## src/rtl/sb_packet_deframing.sv

```systemverilog
`default_nettype none
// ============================================================================
//  Module   : sb_packet_deframing
//  Purpose  : Receive-side sideband packet deframer. Rebuilds header-only or
//             header+data messages from 64-bit deserialized phases, checks the
//             control (CP) and data (DP) parity bits, and presents each message
//             as a one-cycle registered strobe. A watchdog drops a frame whose
//             data phase never arrives.
//
//  Ports    : i_clk          clock
//             i_rst_n        asynchronous active-low reset
//             i_phase        64-bit deserialized phase ([63] DP, [62] CP, [61:0] header)
//             i_phase_valid  one-cycle strobe qualifying i_phase
//             o_rx_header    received header (bits [61:0] of the header phase)
//             o_rx_data      received data, 0 for single-phase messages
//             o_has_data     message carried a data phase
//             o_msg_valid    one-cycle strobe, outputs hold a complete message
//             o_cp_err       CP mismatch for the delivered message
//             o_dp_err       DP mismatch for the delivered message
//             o_frame_err    one-cycle strobe, data phase missing, frame dropped
//             o_busy         high while waiting for a data phase
//
//  Revision : 1.0  initial release
// ============================================================================
module sb_packet_deframing #(
    parameter logic [4:0] OPC_W_DATA   = 5'b11011,
    parameter int         DATA_TIMEOUT = 16,
    parameter int         TMR_W        = 5
) (
    input  logic         i_clk,
    input  logic         i_rst_n,
    input  logic [63:0]  i_phase,
    input  logic         i_phase_valid,
    output logic [61:0]  o_rx_header,
    output logic [63:0]  o_rx_data,
    output logic         o_has_data,
    output logic         o_msg_valid,
    output logic         o_cp_err,
    output logic         o_dp_err,
    output logic         o_frame_err,
    output logic         o_busy
);

    localparam logic [TMR_W-1:0] C_TIMEOUT = TMR_W'(DATA_TIMEOUT);
    localparam logic [TMR_W-1:0] C_TMR_ONE = TMR_W'(1);

    typedef enum logic [0:0] {
        ST_IDLE      = 1'b0,
        ST_WAIT_DATA = 1'b1
    } state_t;

    state_t             r_state;
    state_t             w_state_nxt;

    // Header-phase latches held while waiting for the data phase
    logic [61:0]        r_hdr;
    logic               r_hdr_cp_err;
    logic               r_hdr_dp;
    logic [TMR_W-1:0]   r_timer;

    // Registered message outputs
    logic [61:0]        r_rx_header;
    logic [63:0]        r_rx_data;
    logic               r_has_data;
    logic               r_msg_valid;
    logic               r_cp_err;
    logic               r_dp_err;
    logic               r_frame_err;

    // Phase decode
    logic               w_is_two_phase;
    logic               w_phase_cp_err;
    logic               w_data_parity;

    // FSM actions
    logic               w_deliver;
    logic               w_deliver_two;
    logic               w_latch_hdr;
    logic               w_timeout;

    assign w_is_two_phase = (i_phase[4:0] == OPC_W_DATA);
    assign w_phase_cp_err = i_phase[62] ^ (^i_phase[61:0]);
    assign w_data_parity  = ^i_phase;

    // ------------------------------------------------------------------------
    // State register
    // ------------------------------------------------------------------------
    always_ff @(posedge i_clk or negedge i_rst_n) begin
        if (!i_rst_n) begin
            r_state <= ST_IDLE;
        end else begin
            r_state <= w_state_nxt;
        end
    end

    // ------------------------------------------------------------------------
    // Next-state and action decode
    // ------------------------------------------------------------------------
    always_comb begin
        w_state_nxt   = r_state;
        w_deliver     = 1'b0;
        w_deliver_two = 1'b0;
        w_latch_hdr   = 1'b0;
        w_timeout     = 1'b0;
        case (r_state)
            ST_IDLE: begin
                if (i_phase_valid) begin
                    if (w_is_two_phase) begin
                        w_latch_hdr = 1'b1;
                        w_state_nxt = ST_WAIT_DATA;
                    end else begin
                        w_deliver   = 1'b1;
                    end
                end
            end
            ST_WAIT_DATA: begin
                // A data phase on the timeout cycle still wins
                if (i_phase_valid) begin
                    w_deliver     = 1'b1;
                    w_deliver_two = 1'b1;
                    w_state_nxt   = ST_IDLE;
                end else if (r_timer == C_TIMEOUT) begin
                    w_timeout     = 1'b1;
                    w_state_nxt   = ST_IDLE;
                end
            end
            default: begin
                w_state_nxt = ST_IDLE;
            end
        endcase
    end

    // ------------------------------------------------------------------------
    // Header latch and watchdog timer
    // ------------------------------------------------------------------------
    always_ff @(posedge i_clk or negedge i_rst_n) begin
        if (!i_rst_n) begin
            r_hdr        <= '0;
            r_hdr_cp_err <= 1'b0;
            r_hdr_dp     <= 1'b0;
            r_timer      <= '0;
        end else if (w_latch_hdr) begin
            r_hdr        <= i_phase[61:0];
            r_hdr_cp_err <= w_phase_cp_err;
            r_hdr_dp     <= i_phase[63];
            r_timer      <= '0;
        end else if (r_state == ST_WAIT_DATA && !i_phase_valid && !w_timeout) begin
            r_timer      <= r_timer + C_TMR_ONE;
        end
    end

    // ------------------------------------------------------------------------
    // Message output registers; contents hold until the next delivery
    // ------------------------------------------------------------------------
    always_ff @(posedge i_clk or negedge i_rst_n) begin
        if (!i_rst_n) begin
            r_rx_header <= '0;
            r_rx_data   <= '0;
            r_has_data  <= 1'b0;
            r_cp_err    <= 1'b0;
            r_dp_err    <= 1'b0;
            r_msg_valid <= 1'b0;
            r_frame_err <= 1'b0;
        end else begin
            r_msg_valid <= w_deliver;
            r_frame_err <= w_timeout;
            if (w_deliver) begin
                if (w_deliver_two) begin
                    r_rx_header <= r_hdr;
                    r_rx_data   <= i_phase;
                    r_has_data  <= 1'b1;
                    r_cp_err    <= r_hdr_cp_err;
                    r_dp_err    <= r_hdr_dp ^ w_data_parity;
                end else begin
                    r_rx_header <= i_phase[61:0];
                    r_rx_data   <= '0;
                    r_has_data  <= 1'b0;
                    r_cp_err    <= w_phase_cp_err;
                    // Single-phase messages must carry DP = 0
                    r_dp_err    <= i_phase[63];
                end
            end
        end
    end

    assign o_rx_header = r_rx_header;
    assign o_rx_data   = r_rx_data;
    assign o_has_data  = r_has_data;
    assign o_msg_valid = r_msg_valid;
    assign o_cp_err    = r_cp_err;
    assign o_dp_err    = r_dp_err;
    assign o_frame_err = r_frame_err;
    assign o_busy      = (r_state == ST_WAIT_DATA);

endmodule
`default_nettype wire

```

## config.mk

```make
export PLATFORM = sky130hd
export DESIGN_NAME = sb_packet_deframing
export DESIGN_NICKNAME = d
export VERILOG_FILES = /design/src/rtl/sb_packet_deframing.sv
export SDC_FILE = /design/constraint.sdc
export NUM_CORES = 1
export LEC_CHECK = 0
export CAP_MARGIN = 5
export CORE_ASPECT_RATIO = 1.5
export CORE_MARGIN = 8
export CORE_UTILIZATION = 45
export DETAILED_ROUTE_END_ITERATION = 8
export MAX_ROUTING_LAYER = met4
export PLACE_DENSITY = 0.76
export SLEW_MARGIN = 20
export SYNTH_ARGS = -nofsm -noshare
export SYNTH_HDL_FRONTEND = slang
export SYNTH_SLANG_ARGS = --single-unit
```

## constraint.sdc

```tcl
create_clock -name i_clk -period 1.8 [get_ports i_clk]
set_clock_uncertainty 0.15 [all_clocks]
set_input_delay 0.36 -clock i_clk [delete_from_list [all_inputs] [get_ports i_clk]]
set_output_delay 0.36 -clock i_clk [all_outputs]
set_load 0.02 [all_outputs]
```

======== Word level (Yosys, flattened, before mapping) ========
Index checks and enable logic that the tools add are counted.
word-level totals
  register bits after elaboration ......... 201
  word-level logic and storage cells ...... 46
  input port bits ......................... 67
  output and inout port bits .............. 132
  bits in latches ......................... 0
  bits in writable memories ............... 0
  memories ................................ 0
  ROM bits ................................ 0
cells by class
  divide/modulo/power cells ............... 0
  reduce and logical (&&, ||, !) cells .... 7
  multiplexer cells ....................... 21
  magnitude comparators ................... 0
  $add $sub $neg .......................... 1
  shifts and indexed selects .............. 0
  equal/unequal tests ..................... 2
  $mul .................................... 0
  bitwise logic cells ..................... 3
operator list
  operator                                                        count
  64-bit 2-to-1 mux                                               1
  64-bit parity                                                   1
  62-bit 2-to-1 mux                                               1
  62-bit parity                                                   1
  1-bit 2-to-1 mux                                                15
  5-bit == test (second input constant)                           2
  5-bit 2-to-1 mux                                                2
  5-bit by 1-bit adder with 5-bit output (second input constant)  1
  1-bit one-hot mux with 2 select lines                           2
  1-bit logical AND                                               2
  1-bit logical NOT                                               2
  2-bit nonzero test                                              1
  1-bit XOR                                                       2
  1-bit NOT                                                       1

======== Logic depth before layout (Yosys ltp) ========
Gate-level depths: netlist of the first run.
  depth in word-level cells ............... 8
  gate-level depth with buffers ........... 10
  gate-level depth less buffers ........... 10

======== Least setup slack after synthesis of the first run ========
OpenSTA, ideal clock, no wires.
  kind .................................... input to register
  from .................................... in i_phase[23]
  to ...................................... reg r_dp_err (netlist: o_dp_err)
  data arrival time ....................... 2.440 ns
  stages .................................. 8
  path buffers ............................ 0
  required time ........................... 1.568 ns
  setup time .............................. 0.082 ns
  setup slack ............................. -0.872 ns
  cell sequence ........................... xnor2_1 -> xnor3_1 -> xnor3_1 -> xnor3_1 -> xnor3_2 -> xnor2_1 -> or3_1 -> a31oi_1
on the way
  word-level cells in the longest chain between the ends .. 3
ends and longest elaborated chain
  item                  RTL line  RTL
  from (decl)           32        input logic [63:0] i_phase,
  64-bit parity         83        assign w_data_parity = ^i_phase;
  1-bit XOR             173       r_dp_err <= r_hdr_dp ^ w_data_parity;
  1-bit 2-to-1 mux      168       if (w_deliver_two) begin
  to (signal assigned)  173
  to (signal assigned)  180       r_dp_err <= i_phase[63];
  to (decl)             67        logic r_dp_err;
Every way passes these cells.
A chain may end at the register's enable or synchronous reset.

======== Worst setup path in the final report of the first run ========
  from .................................... in i_phase[17]
  to ...................................... reg r_dp_err (netlist: o_dp_err)
The elaborated chain is that of the path after synthesis.

==> results of run 1 <==
area by class of cell:
class | count | area [um2]
flip-flops and latches | 201 | 5030
well taps | 252 | 315
inverters | 5 | 31.3
repair buffers | 310 | 2810
multi-input cells | 531 | 3540
diodes | 1 | 2.50
clock buffers | 30 | 599
clock inverters | 5 | 58.8
fillers | 1514 | 6160
worst max-delay path by stage:
stage                     cells past startpoint   startpoint  slack (ns)  endpoint
after CTS                                    10  i_phase[18]       -0.37  o_dp_err
after floorplan                              10   i_phase[2]       -0.62  o_dp_err
after global placement                       11   i_phase[2]       -1.51  o_dp_err
after global routing                         10  i_phase[17]       -0.47  o_dp_err
final                                        10  i_phase[17]       -0.40  o_dp_err
after detailed placement                     11   i_phase[2]       -1.59  o_dp_err
synth_stat cells, types with 3 or more instances:
cell | n | share of area, %
xor2_1 | 10 | 1.0
o21ai_1 | 64 | 3.8
mux2i_1 | 63 | 7.4
clkbuf_1 | 33 | 1.5
inv_1 | 4 | 0.18
xnor2_1 | 45 | 4.6
nor2_1 | 6 | 0.27
xnor3_1 | 3 | 0.80
buf_1 | 17 | 0.75
a22o_1 | 64 | 6.6
ha_1 | 4 | 0.59
nand4_1 | 3 | 0.22
nand2_1 | 253 | 11
dfrtp_1 | 201 | 59
power groups by stage:
| stage | sequential, W | clock (W) | combinational, W |
|---|---|---|---|
| after floorplan | 0.00550 | 0 | 0.00112 |
| after global placement | 0.00530 | 0 | 0.00259 |
| after detailed placement | 0.00532 | 0 | 0.00265 |
| final | 0.00524 | 0.00417 | 0.00300 |
| after global routing | 0.00529 | 0.00442 | 0.00326 |
| after CTS | 0.00524 | 0.00427 | 0.00298 |
metal layers:
metal	track usage, %	vias up
met5	-	-
met3	2.89	51
met1	22.5	3327
met4	9.69	0
li1	-	3183
met2	37.5	174
sequential cells by signal, summed over array words and instances (netlist names):
register,count
o_has_data,1
r_hdr_dp,1
o_rx_data,64
o_busy,1
r_hdr_cp_err,1
o_dp_err,1
o_frame_err,1
o_msg_valid,1
o_rx_header,62
r_timer,5
r_hdr,62
o_cp_err,1
metrics by stage:
| stage | hold slack, ns | cell area (um2) | power [W] |
|---|---|---|---|
| 6_report | 0.0336 | 12400 | 0.0124 |
| 3_3_place_gp | 0.147 | 11700 | 0.00789 |
| 3_5_place_dp | 0.147 | 11700 | 0.00797 |
| 2_1_floorplan | -0.0856 | 8550 | 0.00662 |
| 5_1_grt | 0.0402 | 12400 | 0.0130 |
| 4_1_cts | 0.00313 | 12400 | 0.0125 |
kinds of logic (layout without fill, tap and decap cells):
kind of cell | Yosys count | count (layout) | synth area share (%)
multiplexers | 63 | 63 | 7.43
AND/OR/NAND/NOR | 271 | 271 | 12.4
adder cells (fa/ha/maj) | 4 | 4 | 0.590
flip-flops | 201 | 201 | 59.3
other | 0 | 1 | 0
XOR/XNOR | 61 | 61 | 7.14
AO/OA/AOI/OAI | 132 | 132 | 10.7
buffers and inverters | 55 | 350 | 2.43
critical path, cell delays in order:
cell     delay (ns)
buf_6          0.10
xor2_2         0.16
xnor2_1        0.16
buf_4          0.14
xnor3_1        0.38
xnor3_1        0.24
xnor3_2        0.28
xnor2_1        0.16
or3_1          0.35
a31oi_1        0.13
what timing repair did:
action / CTS / global route
resized for setup: 329 / 13
endpoints found under the setup margin: 135 / 5
pin swaps: 44 / 11
endpoints found under the hold margin: 179 / 0
buffers inserted: 3 / 1
hold buffers: 1 / 0
cloned: 0 / 0
==> metrics.csv, run 1 <==
metric;value;unit
syn2layout_area_growth;46.0;%
dp_hpwl;17.1;mm
dieArea;23600;um2
antenna_found_initial;1;
maxSlewHeadroom;77.6;%
rrSetupSlack;0.14;ns
cts_buffers;20;
track_usage;21.0;%
failed_checks;negative setup slack;
p_leak;6.32;nW
r2r-start;r_timer[1];
cts_root_buf;clkbuf_16;
final_cells;1335;
status;finished, violations left;
finalCritPeriodShare;122;%
dr.pass1.iters;6;
worstSetupPathType;in2reg;
ir_drop;799;uV
final_layout_size_suffix_gt1_share;19.8;%
crit_arrival;2.46;ns
crit_path_end_kind;flip-flop;
fin_setup_tns;-0.988;ns
clk_latency;0.48;ns
portBuffers;198;
grt_max_degree;60;
final_cell_mix;251 x nand2_1, 201 x dfrtp_1, 146 x dlygate4sd2_1;
worstReg2RegEnd;o_busy;
start_util;45.7;%
cp_max_fo;2;
die_w;128;um
viasPerCell;5.04;
drt_iter0_markers;332;
hold_path_end;r_hdr[17];
synth-main-ff-cell;dfrtp_1;
ff2ff_path_depth;7;
hold_depth;4;
ys_ff_latch;201;
core_area;18500;um2
rsz0062_at_grt;true;
antenna_left;0;
wirelength;23.8;mm
rows;61;
met3WireLength;1.02;mm
clk_path_buf_depth;3;
setup_slack;-0.401;ns
io_pins;199;
clk_pin_slew;0.06;ns
required;2.06;ns
comb_power_share;24.2;%
wl_per_cell;17.9;um
hold_viol;0;
route.met2.wl;12.9;mm
hp-class;in2reg;
met1_length;9.02;mm
seqPwrFrac;42.2;%
p_clk_share;33.6;%
maxSlewViolCount;0;
final_common_cell;nand2_1;
cellInternalPower;0.00902;W
syn_area_per_cell;10.8;um2
tightest_slew;0.336;ns
place_ws;-1.59;ns
postSynthCellCount;787;
nets;1140;
cellPowerDensity;1000;nW/um2
syn_area;8480;um2
power.switching;0.00339;W
seq_area_frac_synth;59.3;%
post-place-cells;1297;
highest_layer;met4;
die_h;184;um
htree_levels;1;
setup_viol_count_final;3;
cts_tree;done;
synth_cell_types;29;
cap_violations;0;
synth-warning-count;0;
switching_share;27.3;%
synth_edf_count;0;
grt.overflow.total;0;
grt_pass1_vias;7271;
post-route-util;66.8;%
gp_congestion;0.852;
drc_errors;0;
cp-start-kind;primary input;
cts_sinks;201;
dr_total_vias;6735;
synth_fp_nets;858;
finalCriticalPeriod;2.20;ns
synthArstFlopShare;100;%
hp-start;i_phase[17];
grt_pass1_wl;38.1;mm
clock.fmax;0.454;GHz
Power figures use the tool's default switching activity.
==> run 2, diff against run 1 <==
- CELL_PAD_IN_SITES_DETAIL_PLACEMENT: default -> 0
- CELL_PAD_IN_SITES_GLOBAL_PLACEMENT: default -> 1
- CORE_UTILIZATION: 45 -> 35
- PLACE_DENSITY: 0.76 -> default
- PLACE_DENSITY_LB_ADDON: default -> 0.1
==> metrics.csv, run 2 (same netlist as run 1, synthesis figures left out) <==
metric;value;unit;change
dr_total_vias;6548;;was 6735
max_stage_delay;0.39;ns;was 0.38 ns
cp_max_fo;2;;unchanged
cellPowerDensity;973;nW/um2;was 1000 nW/um2
crit_chain;buf_8 > inv_12 > ha_4 > xor2_4 > xnor2_2 > xnor2_1 > xnor2_1 > xnor3_2 > xnor2_1 > or3_1 > a31oi_1;;was buf_6 > xor2_2 > xnor2_1 > buf_4 > xnor3_1 > xnor3_1 > xnor3_2 > xnor2_1 > or3_1 > a31oi_1
die_w;143;um;was 128 um
clk_latency;0.49;ns;was 0.48 ns
crit_arrival;2.45;ns;was 2.46 ns
antenna_left;0;;unchanged
hold_path_end;r_hdr[17];;unchanged
cpMaxStageDelayCell;xnor3_2;;was xnor3_1
finalCritPeriodShare;122;%;about the same
clk_path_buf_depth;3;;unchanged
nFillCells;2262;;was 1514
clock.fmax;0.457;GHz;was 0.454 GHz
dieArea;29600;um2;was 23600 um2
antenna_cells;0;;was 1
viasPerCell;4.64;;was 5.04
core_area;24100;um2;was 18500 um2
maxSlewHeadroom;69.6;%;was 77.6%
wl_per_cell;17.3;um;was 17.9 um
gp_congestion;0.718;;was 0.852
antenna_found_initial;0;;was 1
io_pins;199;;unchanged
worstSetupPathType;in2reg;;unchanged
portBuffers;198;;unchanged
hold_viol;0;;unchanged
grt_pass1_vias;7004;;was 7271
finalCriticalPeriod;2.19;ns;was 2.20 ns
grt_pass1_wl;39.1;mm;was 38.1 mm
rsz0062_at_grt;true;;unchanged
largest_register_ff_count;64;;unchanged
dr.pass1.iters;4;;was 6
nets;1147;;was 1140
ir_drop;534;uV;was 799 uV
track_usage;17.3;%;was 21.0%
hp-class;in2reg;;unchanged
setup_slack;-0.390;ns;was -0.401 ns
finalPower;0.0123;W;was 0.0124 W
cts_root_buf;clkbuf_16;;unchanged
cts_tree;done;;unchanged
cts_sinks;201;;unchanged
rows;70;;was 61
die_h;207;um;was 184 um
cp_num_buf_inv;2;;unchanged
p_leak;6.43;nW;was 6.32 nW
grt.overflow.total;0;;unchanged
syn2layout_area_growth;49.0;%;was 46.0%
final_common_cell;nand2_1;;unchanged
tightest_slew;0.455;ns;was 0.336 ns
cp_top_family;XOR/XNOR gates;;unchanged
drc_errors;0;;unchanged
cap_violations;0;;unchanged
cp_common_cell;xnor2_1;;
maxSlewViolCount;0;;unchanged
grt_max_degree;50;;was 60
hp-start;i_phase[17];;unchanged
dp_hpwl;17.1;mm;about the same
setup_viol_count_final;3;;unchanged
required;2.06;ns;about the same
start_util;35.2;%;was 45.7%
status;finished, violations left;;unchanged
cts_buffers;21;;was 20
crit_path_end_kind;flip-flop;;unchanged
r2r-start;r_timer[1];;unchanged
failed_checks;negative setup slack;;unchanged
wirelength;24.5;mm;was 23.8 mm
rrSetupSlack;0.18;ns;was 0.14 ns
hold_depth;4;;unchanged
final_layout_size_suffix_gt1_share;21.3;%;was 19.8%
ff2ff_path_depth;7;;unchanged
worstReg2RegEnd;o_busy;;unchanged
htree_levels;1;;unchanged
drt_iter0_markers;230;;was 332
clk_pin_slew;0.06;ns;about the same
post-route-util;52.5;%;was 66.8%
final_cell_mix;250 x nand2_1, 201 x dfrtp_1, 149 x dlygate4sd2_1;;was 251 x nand2_1, 201 x dfrtp_1, 146 x dlygate4sd2_1
cp-start-kind;primary input;;unchanged
==> run 2: where the power goes <==
part | switching, W | internal [W]
clock | 0.00175 | 0.00257
combinational | 0.00136 | 0.00139
sequential | 0.000240 | 0.00499
==> run 2: worst reg2reg max path, cell delays in order, from the launching register on <==
cell and delay, ns:
dfrtp_1 0.40, inv_1 0.07, ha_1 0.13, nand4bb_1 0.12
nor3b_2 0.17, buf_4 0.15, buf_4 0.13, or2_1 0.19
==> run 2: final cells by class <==
cell class | count | area, um2 | share of cell area [%]
Timing Repair Buffer | 316 | 2840 | 22.5
Sequential cell | 201 | 5030 | 39.8
Tap cell | 324 | 405 | 3.21
Clock inverter | 1 | 30.0 | 0.238
Multi-Input combinational cell | 531 | 3660 | 29.0
Clock buffer | 34 | 644 | 5.10
Inverter | 5 | 31.3 | 0.247
==> run 2: what timing repair did <==
item / CTS / global route
resized for setup: 334 / 23
buffers inserted: 2 / 0
hold buffers: 2 / 0
gates cloned: 0 / 0
setup endpoints to repair: 135 / 5
pin swaps: 38 / 12
hold endpoints to repair: 36 / 0
==> run 2: layer usage <==
layer | wire length, um | global-route usage, % | vias to the layer above
li1 | - | - | 3197
met1 | 10500 | 21.2 | 3181
met2 | 12300 | 29.3 | 139
met3 | 1340 | 2.81 | 31
met4 | 420 | 4.00 | 0
met5 | 0 | - | -
==> run 2: metrics by stage <==
stage,cell area (um2),setup TNS [ns],setup slack (ns),instances,hold slack (ns)
floorplan,8550,-1.05,-0.620,787,-0.0856
global placement,11900,-81.96,-1.52,1377,0.206
detailed placement,11900,-83.09,-1.55,1377,0.211
CTS,12600,-0.898,-0.387,1414,0.0148
global route,12600,-0.721,-0.476,1412,0.00672
finish,12600,-0.517,-0.390,1412,0.00729
==> run 2: how the worst max path moves through the flow <==
stage / end / slack [ns] / cells past startpoint / startpoint
5_1_grt: o_dp_err / -0.48 / 9 / i_phase[50]
6_report: o_dp_err / -0.39 / 11 / i_phase[2]
4_1_cts: o_dp_err / -0.39 / 11 / i_phase[2]
2_1_floorplan: o_dp_err / -0.62 / 10 / i_phase[2]
3_3_place_gp: o_dp_err / -1.52 / 11 / i_phase[2]
3_5_place_dp: o_dp_err / -1.55 / 11 / i_phase[2]
